==> src/rtl/led_bank_arbiter_pkg.sv <==
// ---------------------------------------------------------------------------
// led_bank_arbiter_pkg
// Shared definitions for the LED bank arbiter and its companions:
//   - LED_W_DEFAULT / NUM_REQ_DEFAULT : default bank width and requester count
//   - arb_state_e                     : arbiter state encoding (IDLE/OWNED/GAP)
// The encoding is fixed so that the debug state port can be decoded by tools
// and checkers without reference to the RTL; 2'd3 is illegal.
// ---------------------------------------------------------------------------
package led_bank_arbiter_pkg;

  localparam int LED_W_DEFAULT   = 6;
  localparam int NUM_REQ_DEFAULT = 3;

  typedef enum logic [1:0] {
    ARB_IDLE  = 2'd0,
    ARB_OWNED = 2'd1,
    ARB_GAP   = 2'd2
  } arb_state_e;

endpackage

==> src/rtl/led_tick_gen.sv <==
// ---------------------------------------------------------------------------
// led_tick_gen
// Free-running prescaler producing a 1-cycle tick enable every DIV clocks.
// This is a clock enable, not a derived clock; every LED block that needs a
// slow time base shares this generator.
//
// Parameters:
//   DIV   clocks per tick (>= 2); counter width $clog2(DIV)
// Ports:
//   clock  in   system clock
//   reset  in   asynchronous, active-low reset (counter and tick cleared)
//   tick   out  registered, high for the one cycle after the counter wraps
//
// After reset release the first tick is visible DIV cycles later.
// ---------------------------------------------------------------------------
module led_tick_gen #(
  parameter int DIV = 10000000
) (
  input  logic clock,
  input  logic reset,
  output logic tick
);

  localparam int            CW   = (DIV > 1) ? $clog2(DIV) : 1;
  localparam logic [CW-1:0] LAST = CW'(DIV - 1);

  logic [CW-1:0] count;

  always_ff @(posedge clock or negedge reset) begin
    if (!reset) begin
      count <= '0;
      tick  <= 1'b0;
    end else begin
      tick <= (count == LAST);
      if (count == LAST) begin
        count <= '0;
      end else begin
        count <= count + CW'(1);
      end
    end
  end

endmodule

==> src/rtl/led_bank_arbiter.sv <==
// ---------------------------------------------------------------------------
// led_bank_arbiter
// Shares one LED bank between NUM_REQ status sources. One owner at a time is
// chosen by fixed priority (index 0 highest). An owner keeps the bank for at
// least MIN_HOLD ticks before a higher-priority source may preempt it, and
// every change of owner passes through BLANK_TICKS ticks of all-off gap.
//
// Parameters:
//   NUM_REQ      number of requesters, index 0 = highest priority
//   LED_W        LED bank width
//   TICK_DIV     clocks per tick (>= 2)
//   MIN_HOLD     ticks guaranteed to an owner before preemption (0 = none)
//   BLANK_TICKS  ticks of all-off gap between owners (>= 1)
//   MAX_HOLD     ticks before forced rotation (LED_ARB_TIMEOUT_EN only)
// Ports:
//   clock       in   system clock
//   reset       in   asynchronous, active-low reset
//   req         in   level request per source
//   pattern_in  in   enable mask per source, source i at [i*LED_W +: LED_W]
//   led_enable  out  registered mask to the LED bank, 0 with no owner
//   grant       out  registered one-hot owner, 0 in IDLE/GAP
//   busy        out  high in OWNED or GAP
//   tick        out  prescaler pulse, for observation
//   dbg_state   out  current arbiter state (IDLE=0, OWNED=1, GAP=2)
//
// Requests are plain levels: there is no valid/ready handshake. A source
// holds req high for as long as it wants the bank; dropping req is the only
// way it releases it (apart from preemption and the optional timeout).
//
// Configuration macro LED_ARB_TIMEOUT_EN:
//   defined   - an owner that has held for MAX_HOLD ticks while any other
//               source requests is pushed into GAP and masked out of the next
//               arbitration only, giving rotation even toward lower priority.
//   undefined - no timeout and no mask; a steady high-priority source keeps
//               the bank indefinitely.
// ---------------------------------------------------------------------------
module led_bank_arbiter
  import led_bank_arbiter_pkg::*;
#(
  parameter int NUM_REQ     = NUM_REQ_DEFAULT,
  parameter int LED_W       = LED_W_DEFAULT,
  parameter int TICK_DIV    = 10000000,
  parameter int MIN_HOLD    = 4,
  parameter int BLANK_TICKS = 1,
  parameter int MAX_HOLD    = 32
) (
  input  logic                     clock,
  input  logic                     reset,
  input  logic [NUM_REQ-1:0]       req,
  input  logic [NUM_REQ*LED_W-1:0] pattern_in,
  output logic [LED_W-1:0]         led_enable,
  output logic [NUM_REQ-1:0]       grant,
  output logic                     busy,
  output logic                     tick,
  output arb_state_e               dbg_state
);

  localparam int IDX_W      = (NUM_REQ > 1) ? $clog2(NUM_REQ) : 1;
  // The hold counter must be able to reach both thresholds; past that it
  // simply saturates, which keeps every ">= threshold" test true.
  localparam int HOLD_LIMIT = (MAX_HOLD > MIN_HOLD) ? MAX_HOLD : MIN_HOLD;
  localparam int HOLD_W     = (HOLD_LIMIT > 0) ? $clog2(HOLD_LIMIT + 1) : 1;
  localparam int GAP_W      = $clog2(BLANK_TICKS + 1);

  localparam logic [HOLD_W-1:0] MIN_HOLD_C = HOLD_W'(MIN_HOLD);
  localparam logic [GAP_W-1:0]  BLANK_C    = GAP_W'(BLANK_TICKS);
`ifdef LED_ARB_TIMEOUT_EN
  localparam logic [HOLD_W-1:0] MAX_HOLD_C = HOLD_W'(MAX_HOLD);
`endif

  // -------------------------------------------------------------------------
  // Helpers
  // -------------------------------------------------------------------------
  function automatic logic [NUM_REQ-1:0] onehot(input logic [IDX_W-1:0] idx);
    logic [NUM_REQ-1:0] v;
    v = '0;
    for (int i = 0; i < NUM_REQ; i++) begin
      if (IDX_W'(i) == idx) v[i] = 1'b1;
    end
    return v;
  endfunction

  // Fixed-priority encoder: returns {found, index of lowest set bit}.
  // Scanning from the top down lets the lowest set index overwrite the rest.
  function automatic logic [IDX_W:0] pick_lowest(input logic [NUM_REQ-1:0] r);
    logic [IDX_W:0] res;
    res = '0;
    for (int i = NUM_REQ - 1; i >= 0; i--) begin
      if (r[i]) res = {1'b1, IDX_W'(i)};
    end
    return res;
  endfunction

  // Loop-based select keeps an out-of-range index from reading past the bus.
  function automatic logic [LED_W-1:0] pattern_of(
    input logic [IDX_W-1:0]         idx,
    input logic [NUM_REQ*LED_W-1:0] pats
  );
    logic [LED_W-1:0] p;
    p = '0;
    for (int i = 0; i < NUM_REQ; i++) begin
      if (IDX_W'(i) == idx) p = pats[i*LED_W +: LED_W];
    end
    return p;
  endfunction

  // -------------------------------------------------------------------------
  // Prescaler
  // -------------------------------------------------------------------------
  led_tick_gen #(
    .DIV (TICK_DIV)
  ) u_tick_gen (
    .clock (clock),
    .reset (reset),
    .tick  (tick)
  );

  // -------------------------------------------------------------------------
  // State
  // -------------------------------------------------------------------------
  arb_state_e        state;
  logic [IDX_W-1:0]  owner;
  logic [HOLD_W-1:0] hold_cnt;
  logic [GAP_W-1:0]  gap_cnt;
`ifdef LED_ARB_TIMEOUT_EN
  logic [NUM_REQ-1:0] expired_mask;
`endif

  assign dbg_state = state;

  // -------------------------------------------------------------------------
  // Arbitration and exit conditions
  // -------------------------------------------------------------------------
  logic [NUM_REQ-1:0] owner_onehot;
  logic [NUM_REQ-1:0] arb_req;
  logic [IDX_W:0]     pick;
  logic               owner_req;
  logic               higher_req;
  logic               preempt;
  logic               exit_owned;
`ifdef LED_ARB_TIMEOUT_EN
  logic               timeout_exit;
`endif

  always_comb begin
    owner_onehot = onehot(owner);
    owner_req    = |(req & owner_onehot);
    higher_req   = 1'b0;
    for (int i = 0; i < NUM_REQ; i++) begin
      if (req[i] && (IDX_W'(i) < owner)) higher_req = 1'b1;
    end
    preempt = higher_req && (hold_cnt >= MIN_HOLD_C);

`ifdef LED_ARB_TIMEOUT_EN
    arb_req = req & ~expired_mask;
    // Timeout only counts as the cause when the owner still wants the bank
    // and nobody is preempting it; otherwise the owner is not masked.
    timeout_exit = owner_req && !preempt && (hold_cnt >= MAX_HOLD_C) &&
                   (|(req & ~owner_onehot));
    exit_owned   = !owner_req || preempt || timeout_exit;
`else
    arb_req    = req;
    exit_owned = !owner_req || preempt;
`endif

    pick = pick_lowest(arb_req);
  end

  // -------------------------------------------------------------------------
  // Arbiter FSM with registered outputs
  // -------------------------------------------------------------------------
  always_ff @(posedge clock or negedge reset) begin
    if (!reset) begin
      state      <= ARB_IDLE;
      owner      <= '0;
      hold_cnt   <= '0;
      gap_cnt    <= '0;
      grant      <= '0;
      led_enable <= '0;
      busy       <= 1'b0;
`ifdef LED_ARB_TIMEOUT_EN
      expired_mask <= '0;
`endif
    end else begin
      case (state)
        ARB_IDLE: begin
          if (pick[IDX_W]) begin
            state      <= ARB_OWNED;
            owner      <= pick[IDX_W-1:0];
            hold_cnt   <= '0;
            grant      <= onehot(pick[IDX_W-1:0]);
            led_enable <= pattern_of(pick[IDX_W-1:0], pattern_in);
            busy       <= 1'b1;
          end
`ifdef LED_ARB_TIMEOUT_EN
          // The expiry mask lives for exactly one arbitration.
          expired_mask <= '0;
`endif
        end

        ARB_OWNED: begin
          if (exit_owned) begin
            // A tick landing on this edge is deliberately not counted by GAP.
            state      <= ARB_GAP;
            gap_cnt    <= '0;
            grant      <= '0;
            led_enable <= '0;
`ifdef LED_ARB_TIMEOUT_EN
            expired_mask <= timeout_exit ? owner_onehot : '0;
`endif
          end else begin
            led_enable <= pattern_of(owner, pattern_in);
            if (tick && (hold_cnt != '1)) begin
              hold_cnt <= hold_cnt + HOLD_W'(1);
            end
          end
        end

        ARB_GAP: begin
          if (gap_cnt == BLANK_C) begin
            state <= ARB_IDLE;
            busy  <= 1'b0;
          end else if (tick) begin
            gap_cnt <= gap_cnt + GAP_W'(1);
          end
        end

        default: begin
          // Illegal encoding: drop everything and restart from IDLE.
          state      <= ARB_IDLE;
          hold_cnt   <= '0;
          gap_cnt    <= '0;
          grant      <= '0;
          led_enable <= '0;
          busy       <= 1'b0;
        end
      endcase
    end
  end

endmodule

==> config.mk <==
export PLATFORM = sky130hd
export DESIGN_NAME = led_bank_arbiter
export DESIGN_NICKNAME = d
export VERILOG_FILES = /design/src/rtl/led_bank_arbiter_pkg.sv /design/src/rtl/led_tick_gen.sv /design/src/rtl/led_bank_arbiter.sv
export SDC_FILE = /design/constraint.sdc
export NUM_CORES = 1
export LEC_CHECK = 0
export ABC_AREA = 0
export ABC_CLOCK_PERIOD_IN_PS = 1800
export CAP_MARGIN = 20
export CORE_ASPECT_RATIO = 0.8
export CORE_MARGIN = 1
export CORE_UTILIZATION = 49
export DETAILED_ROUTE_END_ITERATION = 10
export GPL_TIMING_DRIVEN = 1
export PLACE_DENSITY = 0.85
export SYNTH_ARGS = -nofsm -noshare
export SYNTH_HDL_FRONTEND = slang
export SYNTH_SLANG_ARGS = --single-unit
==> constraint.sdc <==
create_clock -name clock -period 1.8 [get_ports clock]
set_clock_uncertainty 0.2 [all_clocks]
set_input_delay 0.54 -clock clock [delete_from_list [all_inputs] [get_ports clock]]
set_output_delay 0.54 -clock clock [all_outputs]
set_load 0.02 [all_outputs]
======== After elaboration in Yosys (flattened, before gate mapping) ========
Cells that the tools add are included.
Widths: inputs -> output; s select.
storage, ports and cells
  input bits .............................. 23
  logic and storage cells ................. 91
  flip-flop bits (word level) ............. 46
  output and inout port bits .............. 13
operators by class
  reduce and logical (&&, ||, !) cells .... 18
  eq/ne operators ......................... 13
  muxes and demuxes ....................... 40
  add/sub/neg operators ................... 3
  magnitude comparators ................... 4
  bitwise logic cells ..................... 4
operators with widths
  kind                   number
  $mux 6                 11
  $pmux 6 s3             2
  $add 24x1->24 const B  1
  $eq 24x24->1 const B   1
  $mux 24                1
  $mux 3                 5
  $mux 1                 14
  $ne 2x2->1 const B     5
  $pmux 3 s3             1
  $reduce_and 3->1       3
  $add 6x1->6 const B    1
  $ge 6x3->1 const B     1
  $logic_not 2->1        3
  $mux 2                 3
  $ne 6x6->1 const B     1
  $pmux 1 s3             2
  $pmux 2 s3             1
  $reduce_and 2->1       3
  $logic_and 1x1->1      5
  $eq 1x2->1 const A     2
  $eq 2x2->1 const A     2
  $lt 1x2->1 const A     2
  $reduce_and 4->1       1
  $and 3x3->3            1
  other kinds (8)        10

======== Logic depth before layout (Yosys ltp) ========
Gate-level depths: netlist of run 1.
  depth after elaboration ................. 9
  mapped depth ............................ 7
  mapped depth without buffers ............ 6

======== Cells and area by module ========
A second synthesis of run 1 with hierarchy kept.
unflattened totals
  cell total of the unflattened synthesis .. 257
  area, all modules ....................... 2527.4 µm²
modules (own cells, without submodules)
  module            seq. area each (µm²)  cells each  area each (µm²)  instances
  led_bank_arbiter  525.5                 152         1355.0           1
  led_tick_gen      625.6                 105         1172.4           1

======== Worst setup path after synthesis of run 1 ========
Ideal clock, no wire load.
  path type ............................... input -> register
  from .................................... input req[0]
  to ...................................... register hold_cnt[3]
  arrival time ............................ 1.616 ns
  buffers on the path ..................... 1
  stages .................................. 6
  slack ................................... -0.099 ns
  cell sequence ........................... nor2_1 nand2_1 and3_1 clkbuf_2 or4_1 o21ai_0
on the way
  cells in the longest elaborated chain, start to end .. 8
  elaborated cells between the ends (all ways) .. 13
  classes of those cells .................. 2 x eq/ne; 4 x mux; 1 x bitwise; 6 x reduce/logical
ends and longest elaborated chain
  element                                RTL line                 source
  start: declaration                     led_bank_arbiter.sv:49   input logic [NUM_REQ-1:0] req,
  $logic_and 1x1->1                      led_bank_arbiter.sv:150  if (req[i] && (IDX_W'(i) < owner)) higher_req = 1'b1;
  $mux 1 (3 in series)                   led_bank_arbiter.sv:150
  $logic_and 1x1->1                      led_bank_arbiter.sv:152  preempt = higher_req && (hold_cnt >= MIN_HOLD_C);
  $logic_or 1x1->1                       led_bank_arbiter.sv:163  exit_owned = !owner_req || preempt;
  $ne 2x2->1 (no source line)            --
  $reduce_and 4->1 (no source line) (*)  --
  end signal: assignment                 led_bank_arbiter.sv:214  hold_cnt <= hold_cnt + HOLD_W'(1);
  end: declaration                       led_bank_arbiter.sv:123  logic [HOLD_W-1:0] hold_cnt;
Mark *: on every way between the ends. The rest lies on a longest branch, timed or not.
A chain may end at the register's enable or synchronous reset.

======== Final worst setup path of run 1 ========
  from .................................... register hold_cnt[5]
  to ...................................... register hold_cnt[3]
on the way
  cells in the longest elaborated chain, start to end .. 5
  elaborated cells between the ends (all ways) .. 8
  classes of those cells .................. 1 x order compare; 3 x eq/ne; 4 x reduce/logical
ends and longest elaborated chain
  element                                RTL line
  $ge 6x3->1                             led_bank_arbiter.sv:152
  $logic_and 1x1->1                      led_bank_arbiter.sv:152
  $logic_or 1x1->1                       led_bank_arbiter.sv:163
  $ne 2x2->1 (no source line)            --
  $reduce_and 4->1 (no source line) (*)  --
Marked as above.

==> results of run 1 <==
-- per-layer routing --
metal	track usage [%]	vias up	wire, um
met5	0	-	0
met3	6.62	6	519
met2	43.8	122	3170
met4	5.92	0	40
li1	-	1163	-
met1	35.0	1149	3050
-- stage by stage --
step           util, %  hold WS [ns]  setup WS [ns]  std cells
3_5_place_dp      68.6         0.282         -0.703        405
5_1_grt           75.4         0.324         -0.123        423
2_1_floorplan        -        0.0444        -0.0588        272
4_1_cts           73.0         0.296        -0.0578        417
6_report          75.4         0.291        -0.0662        423
3_3_place_gp      68.6         0.270         -0.620        405
-- worst max-delay path, cell delays in order, from the launching register on --
cell and delay, ns:
dfrtp_1 0.40, nor4_2 0.31, o21ai_2 0.12, and3_4 0.19
or4_1 0.46, o21ai_1 0.10
-- cells in the final DEF (no fill, tap or decap), types with 2 or more instances in the layout --
master           netlist  final
clkbuf_2               1      3
o221ai_1              12     12
nand3_1               13      9
nand3b_1               2      2
nor2_2                 0      5
nand4_1               12     12
clkdlybuf4s50_1        0     18
o21ai_0               10      5
ha_1                   3      2
inv_1                 13     13
nor3_1                 4      2
nor2b_1                4      4
a21oi_1               19     17
xnor2_1               14     14
clkbuf_1               5      2
clkdlybuf4s15_1        0      3
nor4_2                 0      3
nand3_2                0      3
a21oi_2                0      2
and3_1                 3      2
o21ai_2                0      2
buf_6                  1      4
xor2_1                 7      7
buf_2                  2      2
and3b_1                2      2
nor3_2                 0      2
buf_4                  1     51
o22ai_1                2      2
dlygate4sd2_1          0      9
mux2i_1                6      6
nor4_1                 7      4
o21ai_1                1      4
nand2_1               20     19
nand2b_1               2      2
nor2_1                40     35
nor4b_1                3      2
dfrtp_1               46     45
clkbuf_8               0      5
-- power breakdown --
part           internal [mW]  leakage (nW)  total [mW]  switching [mW]
Sequential              1.17         0.607        1.27          0.0991
Clock                  0.416        0.0524       0.757           0.342
Combinational          0.726         0.945        1.69           0.962
Total                   2.32          1.61        3.72            1.40
-- sequential cells by signal, indices dropped and copies added, names as in the netlist --
register          cells
u_tick_gen.count     24
grant                 3
led_enable            6
gap_cnt               1
busy                  1
u_tick_gen.tick       1
dbg_state             2
hold_cnt              6
owner                 2
-- cells in the mapped netlist, types with 7 or more instances --
cell,count
nor4_1,7
o21ai_0,10
dfrtp_1,46
nand2_1,20
o221ai_1,12
a21oi_1,19
xnor2_1,14
xor2_1,7
nor2_1,40
nand4_1,12
inv_1,13
nand3_1,13
-- area by class of cell --
class                      count  area [um^2]
clock inverter                 1         30.0
sequential                    46         1150
tap                           60         75.1
clock buffer                   7         76.3
timing repair buffer          93          785
fill                         323         1170
multi-input combinational    203         1400
inverter                      13         48.8
-- cell families (layout without fill, tap and decap cells) --
family / Yosys count / in the layout / share of synthesized area [%]
and+or+nand+nor: 120 / 120 / 25.0
AOI/OAI and AO/OA: 53 / 53 / 13.7
DFF: 46 / 46 / 46.0
buffers and inverters: 23 / 114 / 4.05
xor gates and xnor gates: 21 / 21 / 7.35
muxes: 6 / 6 / 2.40
adders and majority gates: 3 / 3 / 1.50
-- what timing repair did --
action	in CTS	in global routing
setup endpoints to repair	44	36
hold endpoints to repair	4	0
setup buffers	3	6
hold buffers	1	0
pin swaps	10	11
gates resized for setup	41	27
-- path summary, 6_finish.rpt --
path                               start              endpoint  cells past startpoint
min in group asynchronous          reset           hold_cnt[5]                      3
min reg2reg                led_enable[3]         led_enable[3]                      2
max                          hold_cnt[5]           hold_cnt[3]                      5
max reg2reg                  hold_cnt[5]           hold_cnt[3]                      5
min                        led_enable[3]         led_enable[3]                      2
max in group asynchronous          reset  u_tick_gen.count[11]                      3
==> results.cfg, run 1 <==
[status]
outcome = finished with violations
violations = setup timing

[placed_design]
gp_congestion = 0.897
place_area_um2 = 3250
port_buffers = 35
place_hpwl_mm = 4.51

[cts]
cts-root-buf = clkbuf_8
cts.clk_slew.worst_paths_ns = 0.09
cts_tree = yes
clock-sinks = 46
clockBufferDepth = 2
cts_buffers = 5
h-tree-depth = 2
clk_latency_ns = 0.31

[grt]
grt_max_degree = 47
grt_util_all_layers_pct = 26.5
grt_pass1_vias = 2332
grt_pass1_wl_mm = 10.9
grt_overflow = 0
antenna_found_initial = 0

[worst_setup_path]
endpoint_kind = flip-flop
critPathKind = flip-flop to flip-flop
crit_path_max_fanout = 6
reg2reg_slack_ns = -0.07
critPathLaunchType = flip-flop
worstPathArrival_ns = 1.90
worst_ep_required_time_ns = 1.84

[yosys]
syn_avg_cell_area_um2 = 9.20
synth_fp_nets = 298
syn_inst = 272
yosysSeqAreaShare_pct = 46.0
synthArstFlopShare_pct = 100
yosys_register_bits = 46
yosys.cell_types.count = 44
ys.flop_type = dfrtp_1
netlist_area_um2 = 2500
synth_area_leaders = dfrtp_1 46%, nor2_1 6.0%, xnor2_1 4.9%, o221ai_1 4.2%, a21oi_1 3.8%
yosysTopAreaCellShare_pct = 46.0
yosys_warnings = 0
synth-edff-count = 0
yosysTopAreaCell = dfrtp_1

[timing]
setup_viol_count_final = 5
slew_headroom_pct = 73.5
setup_tns_ns = -0.138
fmax_ghz = 0.536
period_share_pct = 104
min_period_ns = 1.87
maxSlewViolCount = 0
setup_ws_ns = -0.0662
hold_viol_final = 0
worst_slew_pin_slew_ns = 0.397
rsz0062_at_grt = true

[routing]
first_iter_violations = 211
finalWirelength_mm = 6.78
drt-wirelength-per-cell_um = 16.0
viasPerCell = 5.77
vias = 2440
drt-pass1-iter-count = 5
antenna_left = 0
drc = 0

[power]
ir_drop_uv = 730
p_per_area_nw_per_um2 = 1040
power_leakage_nw = 1.61
power_mw = 3.72

[floorplan]
rows = 22
die_w_um = 81.9
die_area_um2 = 5400
start_util_pct = 52.9
core_um2 = 4730
die_h_um = 65.9
boundaryPins = 36

[flow_run]
drv_cap = 0

[finish]
area_growth_pct = 42.6
fin_nets = 388
final_area_um2 = 3570
diodes = 0
layout-drive-gt1-share_pct = 26.7

[worst_hold_path]
hold_class = flip-flop to flip-flop
Power figures use the tool's default switching activity.
==> run 2, diff against run 1 <==
- CORE_UTILIZATION: 49 -> 55
- DONT_BUFFER_PORTS: default -> 1
- PLACE_DENSITY: 0.85 -> 0.82
==> results.cfg, run 2 (synthesis results as in run 1) <==
[floorplan]
boundaryPins = 36
die_w_um = 77.4
core_um2 = 4280
start_util_pct = 58.4
die_h_um = 62.3
rows = 21
die_area_um2 = 4830

[grt]
grt_max_degree = 47
grt_pass1_wl_mm = 10.2
antenna_found_initial = 0
grt_overflow = 0
grt_pass1_vias = 2189
grt_util_all_layers_pct = 27.5

[routing]
antenna_left = 0
wl_met3_um = 542
drc = 0
finalWirelength_mm = 6.84
met2WireLength_mm = 3.28
viasPerCell = 6.19
wl_met1_mm = 2.90
top_layer_used = met4
vias = 2360
drt-pass1-iter-count = 5
drt-wirelength-per-cell_um = 18.0
first_iter_violations = 279

[power]
power_mw = 3.44
p_per_area_nw_per_um2 = 1060
ir_drop_uv = 820
power_leakage_nw = 1.44

[timing]
hold_viol_final = 46
setup_viol_count_final = 16
fmax_ghz = 0.511
rsz0062_at_grt = true
setup_ws_ns = -0.155
slew_headroom_pct = 69.7
period_share_pct = 109
maxSlewViolCount = 0
setup_tns_ns = -1.40
worst_slew_pin_slew_ns = 0.454
hold_slack_ns = -0.284
min_period_ns = 1.96

[worst_setup_path]
worst_ep_required_time_ns = 1.80
critPathLaunchType = flip-flop
cpPeakStageDelay_ns = 0.45
crit_path_max_fanout = 5
critPathKind = flip-flop to flip-flop
endpoint_kind = flip-flop
cp_slowest_cell = dfrtp_1
worstPathArrival_ns = 1.95
cp_cell_sequence = nor4_1, nand3_1, nor4_4, buf_4, nand3b_1, o21ai_1

[finish]
reg.largest.list = u_tick_gen.count: 24 flops, hold_cnt: 6 flops, led_enable: 6 flops
fin_nets = 349
final_area_um2 = 3230
layout-drive-gt1-share_pct = 29.3
final-seq-area_um2 = 1160
fill_cells = 276
largest_register_ffs = 24
area_growth_pct = 29.2
fin_util_pct = 75.5
mostFrequentLayoutCell = buf_4
final_cell_mix = 50 x buf_4, 42 x dfrtp_1, 32 x nor2_1, 19 x nand2_1, 19 x a21oi_1
largest-register = u_tick_gen.count
diodes = 0
multiInputGateArea_um2 = 1410

[cts]
clk_latency_ns = 0.31
cts-root-buf = clkbuf_8
cts_buffers = 5
clockBufferDepth = 2
cts_tree = yes
h-tree-depth = 2
clock-sinks = 46
cts.clk_slew.worst_paths_ns = 0.09

[placed_design]
gp_congestion = 0.853
port_buffers = 0
place_hpwl_mm = 4.10
place_area_um2 = 2880
dpl_worst_slack_ns = -0.0856

[status]
violations = hold timing, setup timing
outcome = finished with violations

[worst_hold_path]
hold_class = input port to asynchronous set/reset pin

[flow_run]
drv_cap = 0
-- run 2: final cells by class --
| cell class | instances | share of cell area, % |
|---|---|---|
| clock buffer | 5 | 2.13 |
| clock inverter | 3 | 1.24 |
| inverter | 13 | 1.51 |
| multi-input combinational | 203 | 43.6 |
| sequential | 46 | 35.7 |
| tap | 57 | 2.21 |
| timing repair buffer | 54 | 13.5 |
-- run 2: where the power goes --
group,internal [mW],switching [mW],leakage (nW)
Combinational,0.559,0.658,0.777
Clock,0.409,0.357,0.0579
Sequential,1.18,0.273,0.604
-- run 2: through the flow --
| stage | hold WS [ns] | instances |
|---|---|---|
| after floorplan | 0.0444 | 272 |
| after global placement | 0.0455 | 363 |
| after detailed placement | 0.0454 | 363 |
| after CTS | -0.291 | 377 |
| after global routing | -0.304 | 381 |
| final | -0.284 | 381 |
-- run 2: repair_timing --
item | CTS | global route
buffers inserted | 5 | 4
hold endpoints to repair | 46 | 46
pin swaps | 2 | 10
gates resized for setup | 18 | 29
gates cloned | 1 | 0
endpoints found under the setup margin | 28 | 28
-- run 2: routing by layer --
metal	GRT usage, %	vias to the layer above
li1	-	1086
met1	37.1	1122
met2	42.3	133
met3	8.24	19
met4	9.43	0
met5	0	-
-- run 2: worst max-delay path, delay by kind of cell, from the launching register on --
| kind | cells | cell delay (ns) |
|---|---|---|
| AOI/OAI and AO/OA | 1 | 0.08 |
| DFF | 1 | 0.45 |
| and+or+nand+nor | 4 | 0.93 |
| buffers and inverters | 1 | 0.18 |
-- run 2: path summary, 6_finish.rpt --
check	cells past startpoint	from	slack, ns	end
worst max-delay path	6	u_tick_gen.count[16]	-0.16	u_tick_gen.count[20]
worst min-delay path	0	reset	-0.28	u_tick_gen.count[17]
worst max register to register	6	u_tick_gen.count[16]	-0.16	u_tick_gen.count[20]
worst min register to register	1	u_tick_gen.count[22]	0.32	u_tick_gen.count[22]
max in group asynchronous	0	reset	1.57	owner[1]
min in group clock	2	req[0]	0.17	grant[0]
